`config.mk`:
```
export PLATFORM = sky130hd
export DESIGN_NAME = array_fifo_ctrl
export DESIGN_NICKNAME = d
export VERILOG_FILES = /design/src/rtl/array_pkg.sv /design/src/rtl/array_structural.sv /design/src/rtl/array_fifo_ctrl.sv
export SDC_FILE = /design/constraint.sdc
export NUM_CORES = 1
export LEC_CHECK = 0
export CORE_ASPECT_RATIO = 1.25
export CORE_MARGIN = 3
export CORE_UTILIZATION = 45
export CTS_BUF_LIST = sky130_fd_sc_hd__clkbuf_2
export CTS_CLUSTER_SIZE = 16
export DETAILED_ROUTE_END_ITERATION = 12
export HOLD_SLACK_MARGIN = 0.03
export PLACE_DENSITY = 0.72
export SETUP_SLACK_MARGIN = 0.1
export SLEW_MARGIN = 20
export SYNTH_ARGS = -nofsm -noshare
export SYNTH_HDL_FRONTEND = slang
export SYNTH_SLANG_ARGS = --single-unit
export TNS_END_PERCENT = 5
```
`constraint.sdc`:
```
create_clock -name clk -period 2.2 [get_ports clk]
set_clock_uncertainty 0.2 [all_clocks]
set_input_delay 0.44 -clock clk [delete_from_list [all_inputs] [get_ports clk]]
set_output_delay 0.44 -clock clk [all_outputs]
set_load 0.02 [all_outputs]
```
`src/rtl/array_pkg.sv`:
```
// array_pkg: shared FIFO constants and occupancy-state encoding.
package array_pkg;

    localparam int FIFO_DEPTH = 4;
    localparam int FIFO_PTR_W = 2;
    localparam int FIFO_CNT_W = 3;

    typedef enum logic [1:0] {
        OCC_EMPTY   = 2'd0,
        OCC_PARTIAL = 2'd1,
        OCC_FULL    = 2'd2
    } occ_t;

    function automatic occ_t occ_of(input logic [FIFO_CNT_W-1:0] cnt);
        return (cnt == '0) ? OCC_EMPTY :
               (cnt == FIFO_CNT_W'(FIFO_DEPTH)) ? OCC_FULL : OCC_PARTIAL;
    endfunction

endpackage

```
`src/rtl/array_structural.sv`:
```
// array_structural: 4-word register-file storage, synchronous write, combinational read.
import array_pkg::*;

module array_structural #(
    parameter int WIDTH = 8,
    parameter int DEPTH = FIFO_DEPTH
) (
    input  logic                  clk,
    input  logic                  write_en,
    input  logic [FIFO_PTR_W-1:0] write_addr,
    input  logic [WIDTH-1:0]      write_data,
    input  logic [FIFO_PTR_W-1:0] read_addr,
    output logic [WIDTH-1:0]      read_data
);

    logic [WIDTH-1:0] mem_q [DEPTH];

    always_ff @(posedge clk) begin
        if (write_en)
            mem_q[write_addr] <= write_data;
    end

    assign read_data = mem_q[read_addr];

endmodule

```
`src/rtl/array_fifo_ctrl.sv`:
```
// array_fifo_ctrl: 4-entry show-ahead FIFO controller over array_structural.
// Optional ARRAY_FIFO_PEAK_EN adds a peak-occupancy output.
import array_pkg::*;

module array_fifo_ctrl #(
    parameter int WIDTH = 8,
    parameter int DEPTH = 4
) (
    input  logic                  clk,
    input  logic                  rst,
    input  logic                  in_valid,
    output logic                  in_ready,
    input  logic [WIDTH-1:0]      in_data,
    output logic                  out_valid,
    input  logic                  out_ready,
    output logic [WIDTH-1:0]      out_data,
    output logic [FIFO_CNT_W-1:0] count,
    output logic                  full,
`ifdef ARRAY_FIFO_PEAK_EN
    output logic                  empty,
    output logic [FIFO_CNT_W-1:0] peak
`else
    output logic                  empty
`endif
);

    logic [FIFO_PTR_W-1:0] wr_ptr_q, wr_ptr_d, rd_ptr_q, rd_ptr_d;
    logic [FIFO_CNT_W-1:0] count_q, count_d;
    occ_t                  state_q, state_d;
    logic                  push, pop;

    // Handshakes are gated by rst so a push coincident with reset is dropped.
    assign full      = !rst && state_q == OCC_FULL;
    assign empty     = rst || state_q == OCC_EMPTY;
    assign in_ready  = !full && !rst;
    assign out_valid = !empty && !rst;
    assign push      = in_valid && in_ready;
    assign pop       = out_valid && out_ready;
    assign count     = rst ? '0 : count_q;

    always_comb begin
        wr_ptr_d = rst ? '0 : wr_ptr_q + FIFO_PTR_W'(push);
        rd_ptr_d = rst ? '0 : rd_ptr_q + FIFO_PTR_W'(pop);
        count_d  = rst ? '0 : count_q + FIFO_CNT_W'(push) - FIFO_CNT_W'(pop);
        state_d  = occ_of(count_d);
    end

    always_ff @(posedge clk) begin
        wr_ptr_q <= wr_ptr_d;
        rd_ptr_q <= rd_ptr_d;
        count_q  <= count_d;
        state_q  <= state_d;
    end

`ifdef ARRAY_FIFO_PEAK_EN
    logic [FIFO_CNT_W-1:0] peak_q, peak_d;

    always_comb begin
        peak_d = rst ? '0 : (count_d > peak_q) ? count_d : peak_q;
    end

    always_ff @(posedge clk) begin
        peak_q <= peak_d;
    end

    assign peak = peak_q;
`endif

    array_structural #(.WIDTH(WIDTH), .DEPTH(DEPTH)) u_mem (
        .clk       (clk),
        .write_en  (push),
        .write_addr(wr_ptr_q),
        .write_data(in_data),
        .read_addr (rd_ptr_q),
        .read_data (out_data)
    );

endmodule

```
# Word-level counts from Yosys, hierarchy flattened
# Memory sizes are Yosys's and may differ from the RTL's. A register that Yosys moved wholly into a read port is not among the register bits.
# Index checks and enable logic that the tools add are counted.
word_totals:
  regBits: 9
  ramBits: 32
  input_bits: 12
  out_inout_bits: 15
  word_cells: 28
  n_memories: 1
classes:
  n_addsub: 4
  n_eq_ne: 2
  muxes: 6
  reduce_logical: 11
memory_table:
  columns: ["memory", "depth", "width", "read_ports", "rd_ports_with_merged_regs", "wr", "line_no", "text"]
  rows:
  - ["u_mem.mem_q", 4, 8, 1, 1, 1, "array_structural.sv:16", "logic [WIDTH-1:0] mem_q [DEPTH];"]
op_table:
  columns: ["cell", "count"]
  rows:
  - ["3-bit 2-to-1 mux", 2]
  - ["1-bit logical AND", 5]
  - ["2-bit by 1-bit adder with 2-bit output", 2]
  - ["2-bit 2-to-1 mux", 2]
  - ["3-bit by 1-bit adder with 3-bit output", 1]
  - ["3-bit == test, second input constant", 1]
  - ["1-bit logical NOT", 3]
  - ["3-bit logical NOT", 1]
  - ["3-bit by 1-bit subtractor with 3-bit output", 1]
  - ["2-bit == test, second input constant", 1]
  - ["2-bit logical NOT", 1]
  - ["1-bit 2-to-1 mux", 2]
  - ["1-bit logical OR", 1]

# Depth between registers and ports, before layout
# Gate-level depths: netlist (run 1).
depth:
  depth_word: 10
  ltp_mapped: 8
  depth_no_buf: 7

# Hierarchy
# A second synthesis (run 1) with hierarchy kept.
unflattened:
  cells_unflattened: 95
  hier_area_um2: 1629.1
by_module_without_submodules:
  columns: ["mod", "instances", "cells_each", "area_per_inst_um2", "seq_area_each_um2"]
  rows:
  - ["array_structural", 1, 46, 1188.6, 960.9]
  - ["array_fifo_ctrl", 1, 49, 440.4, 180.2]

# Worst setup path before layout (run 1)
# OpenSTA, ideal clock, no wires.
synth_timing:
  path_kind: "input to register"
  startpoint: "input rst"
  endpoint: "memory u_mem.mem_q[2][0], enable pin"
  setup_ns: 0.398
  arrival_ns: 1.578
  required_time_ns: 1.602
  slack_ns: 0.024
  stages: 2
  path_buffers: 0
  cell_sequence: "nand2b_1 > nor4b_1"
synth_via:
  elab_chain_cells: 7
synth_lines:
  columns: ["element", "line_no", "text"]
  rows:
  - ["from (decl)", "array_fifo_ctrl.sv:10", "input logic rst,"]
  - ["1-bit logical NOT *", "array_fifo_ctrl.sv:33, array_fifo_ctrl.sv:35", null]
  - ["1-bit logical AND", "array_fifo_ctrl.sv:33", "assign full = !rst && state_q == OCC_FULL;"]
  - ["1-bit logical NOT", "array_fifo_ctrl.sv:35", "assign in_ready = !full && !rst;"]
  - ["1-bit logical AND *", "array_fifo_ctrl.sv:35", null]
  - ["1-bit logical AND *", "array_fifo_ctrl.sv:37", "assign push = in_valid && in_ready;"]
  - ["1-bit 2-to-1 mux *", "array_structural.sv:19", "if (write_en)"]
  - ["1-bit 2-to-1 mux (not written as such) *", "array_structural.sv:20", "mem_q[write_addr] <= write_data;"]
  - ["to (decl)", "array_structural.sv:16", null]
# Mark *: on every way between the ends. The rest lies on a longest branch, timed or not.

==> impl_metrics.ini, run 1 <==
[run_status]
run_status = finished, violations left
violated_checks = setup timing

[cts]
cts_made_buffers = 5
number_of_h_tree_branching_levels = 2
tritoncts = done
cts_post_setup_buffers_inserted = 0
clk_latency_ns = 0.37
sinks_on_clock_net = 41
cts.path.max_buffers = 2
path_clk_slew_ns = 0.18
clock-root-buffer = sky130_fd_sc_hd__clkbuf_2
cts-hold-fix-buffers = 0

[timing]
timing.final.setup_violations = 1
worst-slew-pin-transition_ns = 0.498
hold_viol_final = 0
grt_setup_unrepaired = true
drv_slew = 0
postLayoutSetupSlackWorst_ns = -0.00656
layout_worst_path_cycle_share_pct = 100
worst_hold_slack_ns = 0.291
fin_crit_ns = 2.21
fmax_ghz = 0.453
slew-limit-headroom_pct = 66.3

[layout]
flow.area_growth_from_synthesis_pct = 25.7
layout-drive-gt1-share_pct = 36.5
final_core_util_pct = 59.4
final_net_count = 151
num_antenna_cells = 0
final_cell_area_sq_mm = 0.00209

[critical_path]
cp_top_family = multiplexers
worstPathCellList = buf_12 > mux4_2 > buf_6
setup.reg_to_reg.worst_slack_ns = 0.19
critical_path_class = flop to output port
crit_buf_inv = 2
crit_path_max_fanout = 7
regToRegEndpoint = state_q[1]
worstSetupStartpointType = flop
worst_r2r_startpoint = state_q[0]
critical_path_required_time_ns = 1.56
cp.arrival_ns = 1.57
cp-end-kind = output port
reg2regPathDepth = 7
largest_incremental_delay_on_the_critical_path_ns = 0.51
crit_path_slowest_cell = sky130_fd_sc_hd__mux4_2

[pwr]
power_leakage_nw = 0.767
worst_vdd_ir_uv = 724
power_density_mw_per_mm2 = 930

[global_route]
total_routing_usage_gr_pct = 14.4
grt_start_max_net_pins = 13
grt_antenna_before_repair = 0
global_route_wire_length_before_repair_microns = 4570
grt_overflow = 0
first_global_vias = 1016

[die]
design.die.area_sq_mm = 0.00446
initial_core_util_pct = 47.3
io_pins = 27
fp-row-count = 24
die_height_microns = 73.9
die_boundary_width_microns = 60.4
placeableCoreArea_sq_mm = 0.00351

[synth]
yosys.cell_types.count = 26
postSynthNetCount = 110
synthCells = 95
ys_ff_latch = 41
synth-seq-area-share_pct = 68.7
syn_area_sq_mm = 0.00166
yosysWarnings = 0
avgSynthCellArea_sq_um = 17.5

[route]
ant_nets = 0
route.vias.total = 945
routed_wire_length_per_instance_microns = 16.1
drt_iter0_markers = 38
drt_wl_total_microns = 2840
detailedRoute.firstPassIterationCount = 4
avgViaCountPerCell = 5.37
drt_drc_violations_left = 0

[place]
port-buffer-count = 26
routabilityCongestion = 0.860
dpl-instance-area_sq_mm = 0.00205
hpwlAfterDp_microns = 2040

[hold_path]
min_path_type = primary input to flop
hold_path_depth = 2
hold_path_end = count_q[0]
min-delay-start = rst

[job]
cap_violations = 0
-- cells by family after synthesis --
kind of cell | Yosys count | share of synthesized area (%)
AO/OA/AOI/OAI | 6 | 2.56
XOR/XNOR | 2 | 1.88
adder cells (fa/ha/maj) | 3 | 2.71
buffers and inverters | 6 | 2.03
flip-flops | 41 | 68.7
multiplexers | 10 | 12.4
AND/OR/NAND/NOR | 27 | 9.71
-- worst max-delay path by stage --
stage                     cells after the start         from                 to
final                                         3  rd_ptr_q[0]        out_data[0]
after CTS                                     3  rd_ptr_q[0]        out_data[0]
after floorplan                               2          rst  u_mem.mem_q[2][0]
after detailed placement                      8          rst         state_q[1]
after global placement                        5          rst  u_mem.mem_q[1][6]
after global routing                          3  rd_ptr_q[0]        out_data[0]
-- layout by cell type (no fill, tap or decap), types with 2 or more instances in the layout --
cell type	n
sky130_fd_sc_hd__edfxtp_1	32
sky130_fd_sc_hd__clkdlybuf4s50_1	8
sky130_fd_sc_hd__mux2_2	2
sky130_fd_sc_hd__nor2b_1	6
sky130_fd_sc_hd__buf_2	4
sky130_fd_sc_hd__nor4b_1	2
sky130_fd_sc_hd__dfxtp_4	3
sky130_fd_sc_hd__clkbuf_2	9
sky130_fd_sc_hd__buf_6	4
sky130_fd_sc_hd__inv_1	2
sky130_fd_sc_hd__nor2_1	11
sky130_fd_sc_hd__ha_1	2
sky130_fd_sc_hd__dfxtp_1	5
sky130_fd_sc_hd__a21oi_1	2
sky130_fd_sc_hd__buf_4	11
sky130_fd_sc_hd__mux4_2	7
sky130_fd_sc_hd__dlygate4sd2_1	8
-- synthesized netlist by cell type --
cell type	count	area [sq um]
sky130_fd_sc_hd__xnor2_1	1	8.76
sky130_fd_sc_hd__fa_1	1	20.0
sky130_fd_sc_hd__nor4b_2	1	15.0
sky130_fd_sc_hd__buf_2	3	15.0
sky130_fd_sc_hd__a21oi_1	2	10.0
sky130_fd_sc_hd__o211ai_1	1	7.51
sky130_fd_sc_hd__inv_1	2	7.51
sky130_fd_sc_hd__xnor3_1	1	22.5
sky130_fd_sc_hd__o21a_1	1	7.51
sky130_fd_sc_hd__nor4b_1	2	17.5
sky130_fd_sc_hd__o221a_2	1	11.3
sky130_fd_sc_hd__a31oi_1	1	6.26
sky130_fd_sc_hd__dfxtp_1	9	180
sky130_fd_sc_hd__mux2_2	2	22.5
sky130_fd_sc_hd__nor4_1	1	6.26
sky130_fd_sc_hd__buf_6	1	11.3
sky130_fd_sc_hd__ha_1	2	25.0
sky130_fd_sc_hd__edfxtp_1	32	961
sky130_fd_sc_hd__and2_1	1	6.26
sky130_fd_sc_hd__mux4_1	1	26.3
sky130_fd_sc_hd__nor2_1	11	41.3
sky130_fd_sc_hd__or2_2	1	6.26
sky130_fd_sc_hd__nor2b_1	7	43.8
sky130_fd_sc_hd__and4bb_2	1	12.5
sky130_fd_sc_hd__nand2b_1	2	12.5
sky130_fd_sc_hd__mux4_2	7	158
-- cell type report --
type,count,area [sq um]
multi-input combinational,48,504
sequential,41,1150
fill,292,1430
tap,39,48.8
timing repair buffer,38,334
clock buffer,8,40.0
inverter,2,7.51
-- state kept, by name, indices dropped and copies added, names as in the netlist --
| register | flops |
|---|---|
| state_q | 2 |
| count_q | 3 |
| rd_ptr_q | 2 |
| u_mem.mem_q | 32 |
| wr_ptr_q | 2 |
-- through the flow --
step	total power, mW	setup slack [ns]	instances	setup TNS (ns)
2_1_floorplan	1.37	0.0244	95	0
3_3_place_gp	1.63	-0.399	168	-10.06
3_5_place_dp	1.65	-0.487	168	-10.88
4_1_cts	1.92	-0.0598	176	-0.306
5_1_grt	2.05	-0.0872	176	-0.575
6_report	1.94	-0.00656	176	-0.00656
-- where the power goes --
part	switching [mW]	total (mW)	internal, mW
Sequential	0.0741	0.993	0.919
Clock	0.217	0.311	0.0940
Combinational	0.286	0.639	0.352
Total	0.578	1.94	1.37
-- metal layers --
layer,track usage (%),vias up,part of all wire (%)
met5,0,-,0
met4,6.90,0,1.3
met3,4.34,4,5.6
met2,25.6,28,54
met1,15.2,463,39
li1,-,450,-
-- timing repair --
action / in CTS / in global routing
pin swaps: 3 / 4
endpoints found under the hold margin: 0 / 0
resized for setup: 55 / 10
cloned: 0 / 0
setup endpoints to repair: 24 / 12
-- worst register-to-register path, delay by kind of cell, from the launching register on --
kind                     cells  cell delay (ns)
AND/OR/NAND/NOR              1             0.22
AO/OA/AOI/OAI                2             0.43
flip-flops                   1             0.41
buffers and inverters        1             0.07
XOR/XNOR                     1             0.24
adder cells (fa/ha/maj)      2             0.37
Power figures use the tool's default switching activity.
==> run 2, diff against run 1 <==
--- a/config.mk
+++ b/config.mk
@@ -7,14 +7,14 @@
 export LEC_CHECK = 0
 export CORE_ASPECT_RATIO = 1.25
 export CORE_MARGIN = 3
-export CORE_UTILIZATION = 45
+export CORE_UTILIZATION = 54
 export CTS_BUF_LIST = sky130_fd_sc_hd__clkbuf_2
 export CTS_CLUSTER_SIZE = 16
 export DETAILED_ROUTE_END_ITERATION = 12
 export HOLD_SLACK_MARGIN = 0.03
-export PLACE_DENSITY = 0.72
+export PLACE_DENSITY = 0.81
 export SETUP_SLACK_MARGIN = 0.1
-export SLEW_MARGIN = 20
+export SLEW_MARGIN = 10
 export SYNTH_ARGS = -nofsm -noshare
 export SYNTH_HDL_FRONTEND = slang
 export SYNTH_SLANG_ARGS = --single-unit
==> constraint.sdc (replaced) <==
create_clock -name clk -period 2.3 [get_ports clk]
set_clock_uncertainty 0.2 [all_clocks]
set_input_delay 0.46 -clock clk [delete_from_list [all_inputs] [get_ports clk]]
set_output_delay 0.46 -clock clk [all_outputs]
set_load 0.02 [all_outputs]
==> impl_metrics.ini, run 2 (synthesis gave the netlist of run 1 again) <==
[cts]
sinks_on_clock_net = 41
clk_latency_ns = 0.38
path_clk_slew_ns = 0.18
clock-root-buffer = sky130_fd_sc_hd__clkbuf_2
tritoncts = done
number_of_h_tree_branching_levels = 2
cts.path.max_buffers = 2
cts_made_buffers = 5

[timing]
worst-slew-pin-transition_ns = 0.387
layout_worst_path_cycle_share_pct = 97.1
drv_slew = 0
hold_viol_final = 0
fmax_ghz = 0.448
fin_crit_ns = 2.23
postLayoutSetupSlackWorst_ns = 0.0675
worst_hold_slack_ns = 0.271
grt_setup_unrepaired = true
slew-limit-headroom_pct = 73.8
timing.final.setup_violations = 0

[die]
die_height_microns = 68.0
die_boundary_width_microns = 55.6
design.die.area_sq_mm = 0.00378
io_pins = 27
placeableCoreArea_sq_mm = 0.00281
fp-row-count = 21
initial_core_util_pct = 59.1

[critical_path]
worstSetupStartpointType = flop
crit_path_max_fanout = 4
critical_path_required_time_ns = 1.64
critical_path.startpoint = rd_ptr_q[0]
critical_path_class = flop to output port
largest_incremental_delay_on_the_critical_path_ns = 0.51
cp_top_family = multiplexers
critical_path.most_common_cell = sky130_fd_sc_hd__buf_6
cp.arrival_ns = 1.57
crit_path_slowest_cell = sky130_fd_sc_hd__mux4_2
worst_r2r_startpoint = state_q[0]
cp-end-kind = output port
worstPathCellList = buf_6 > mux4_2 > buf_6
setup.reg_to_reg.worst_slack_ns = 0.21
crit_buf_inv = 2

[route]
ant_nets = 0
route.vias.total = 953
drt_drc_violations_left = 0
routed_wire_length_per_instance_microns = 16.5
drt_wl_total_microns = 2850
detailedRoute.firstPassIterationCount = 4
avgViaCountPerCell = 5.51
drt_iter0_markers = 26

[pwr]
worst_vdd_ir_uv = 671
internal_power_mw = 1.31
share_seq_of_total_power_pct = 50.3
power_switching_share_pct = 30.1
power_leakage_nw = 0.777
share_clk_of_total_power_pct = 16.0
power_density_mw_per_mm2 = 898
power_switching_mw = 0.562
combinationalPowerShare_pct = 33.7

[run_status]
run_status = finished clean

[global_route]
first_global_vias = 1012
total_routing_usage_gr_pct = 17.8
grt_start_max_net_pins = 13
grt_overflow = 0
global_route_wire_length_before_repair_microns = 4770
grt_antenna_before_repair = 0

[job]
cap_violations = 0

[layout]
num_antenna_cells = 0
commonest_cells_after_routing_fill_and_taps_aside = sky130_fd_sc_hd__edfxtp_1 (32), sky130_fd_sc_hd__clkbuf_2 (15), sky130_fd_sc_hd__nor2_1 (11), sky130_fd_sc_hd__buf_4 (11)
num-fill-cells = 185
mostFrequentLayoutCell = sky130_fd_sc_hd__edfxtp_1
largest-register = u_mem.mem_q
number_of_flip_flops_in_the_largest_register = 32
flow.area_growth_from_synthesis_pct = 25.3
layout-drive-gt1-share_pct = 41.0
largest_registers_in_the_final_layout = u_mem.mem_q: 32 flops, count_q: 3 flops
final_net_count = 153

[place]
port-buffer-count = 26
routabilityCongestion = 0.703
hpwlAfterDp_microns = 2060
detailedPlace.worstSlack_ns = -0.309

[hold_path]
min-delay-start = rst
min_path_type = primary input to flop
## run 2: changes by cell type in the layout (fill, tap and decap cells not counted), sizes merged
| cell | delta |
|---|---|
| buf | +2 |
| clkdlybuf4s50 | +1 |
| dlymetal6s2s | +2 |
| dlygate4sd2 | -8 |
| clkbuf | +6 |
| clkdlybuf4s15 | -1 |
## run 2: repair_timing
item	in CTS	in global routing
hold buffers	0	0
pin swaps	0	1
setup endpoints to repair	15	16
hold endpoints to repair	0	0
buffers inserted	0	0
gates resized for setup	55	24
## run 2: area by class of cell
type	count	area, sq um	share of cell area, %
multi-input combinational	48	497	23.9
sequential	41	1150	55.3
inverter	2	7.51	0.361
timing repair buffer	40	344	16.5
clock buffer	8	40.0	1.92
tap	34	42.5	2.04
## run 2: tightest hold or removal path: stages
cell	delay (ns)
sky130_fd_sc_hd__dlymetal6s2s_1	0.18
sky130_fd_sc_hd__buf_4	0.16
sky130_fd_sc_hd__nor2b_1	0.04
## run 2: final timing paths
kind / depth (start not counted) / endpoint
min: 3 / wr_ptr_q[0]
min reg2reg: 2 / wr_ptr_q[1]
max: 3 / out_data[6]
max reg2reg: 7 / state_q[1]
## run 2: layer usage
layer	part of all wire [%]	up-vias	global-route usage, %
met5	0	-	0
met4	2.9	0	10.0
met3	6.1	8	6.60
met2	51	27	30.9
met1	40	468	18.8
li1	-	450	-
## run 2: through the flow
| stage | TNS, ns | utilization (%) | cells | instance area [sq um] | power, mW |
|---|---|---|---|---|---|
| after floorplan | 0 | - | 95 | 1660 | 1.31 |
| after global placement | -2.41 | 72.9 | 165 | 2050 | 1.55 |
| after detailed placement | -3.78 | 72.9 | 165 | 2050 | 1.58 |
| after CTS | 0 | 74.0 | 173 | 2080 | 1.87 |
| after global routing | -0.267 | 74.1 | 173 | 2080 | 1.97 |
| final | 0 | 74.1 | 173 | 2080 | 1.87 |
## run 2: power groups by stage
stage | Combinational, mW | Clock, mW | Sequential [mW]
after CTS | 0.625 | 0.311 | 0.931
after global placement | 0.615 | 0 | 0.933
after floorplan | 0.390 | 0 | 0.919
final | 0.630 | 0.299 | 0.940
after global routing | 0.671 | 0.352 | 0.948
after detailed placement | 0.640 | 0 | 0.938
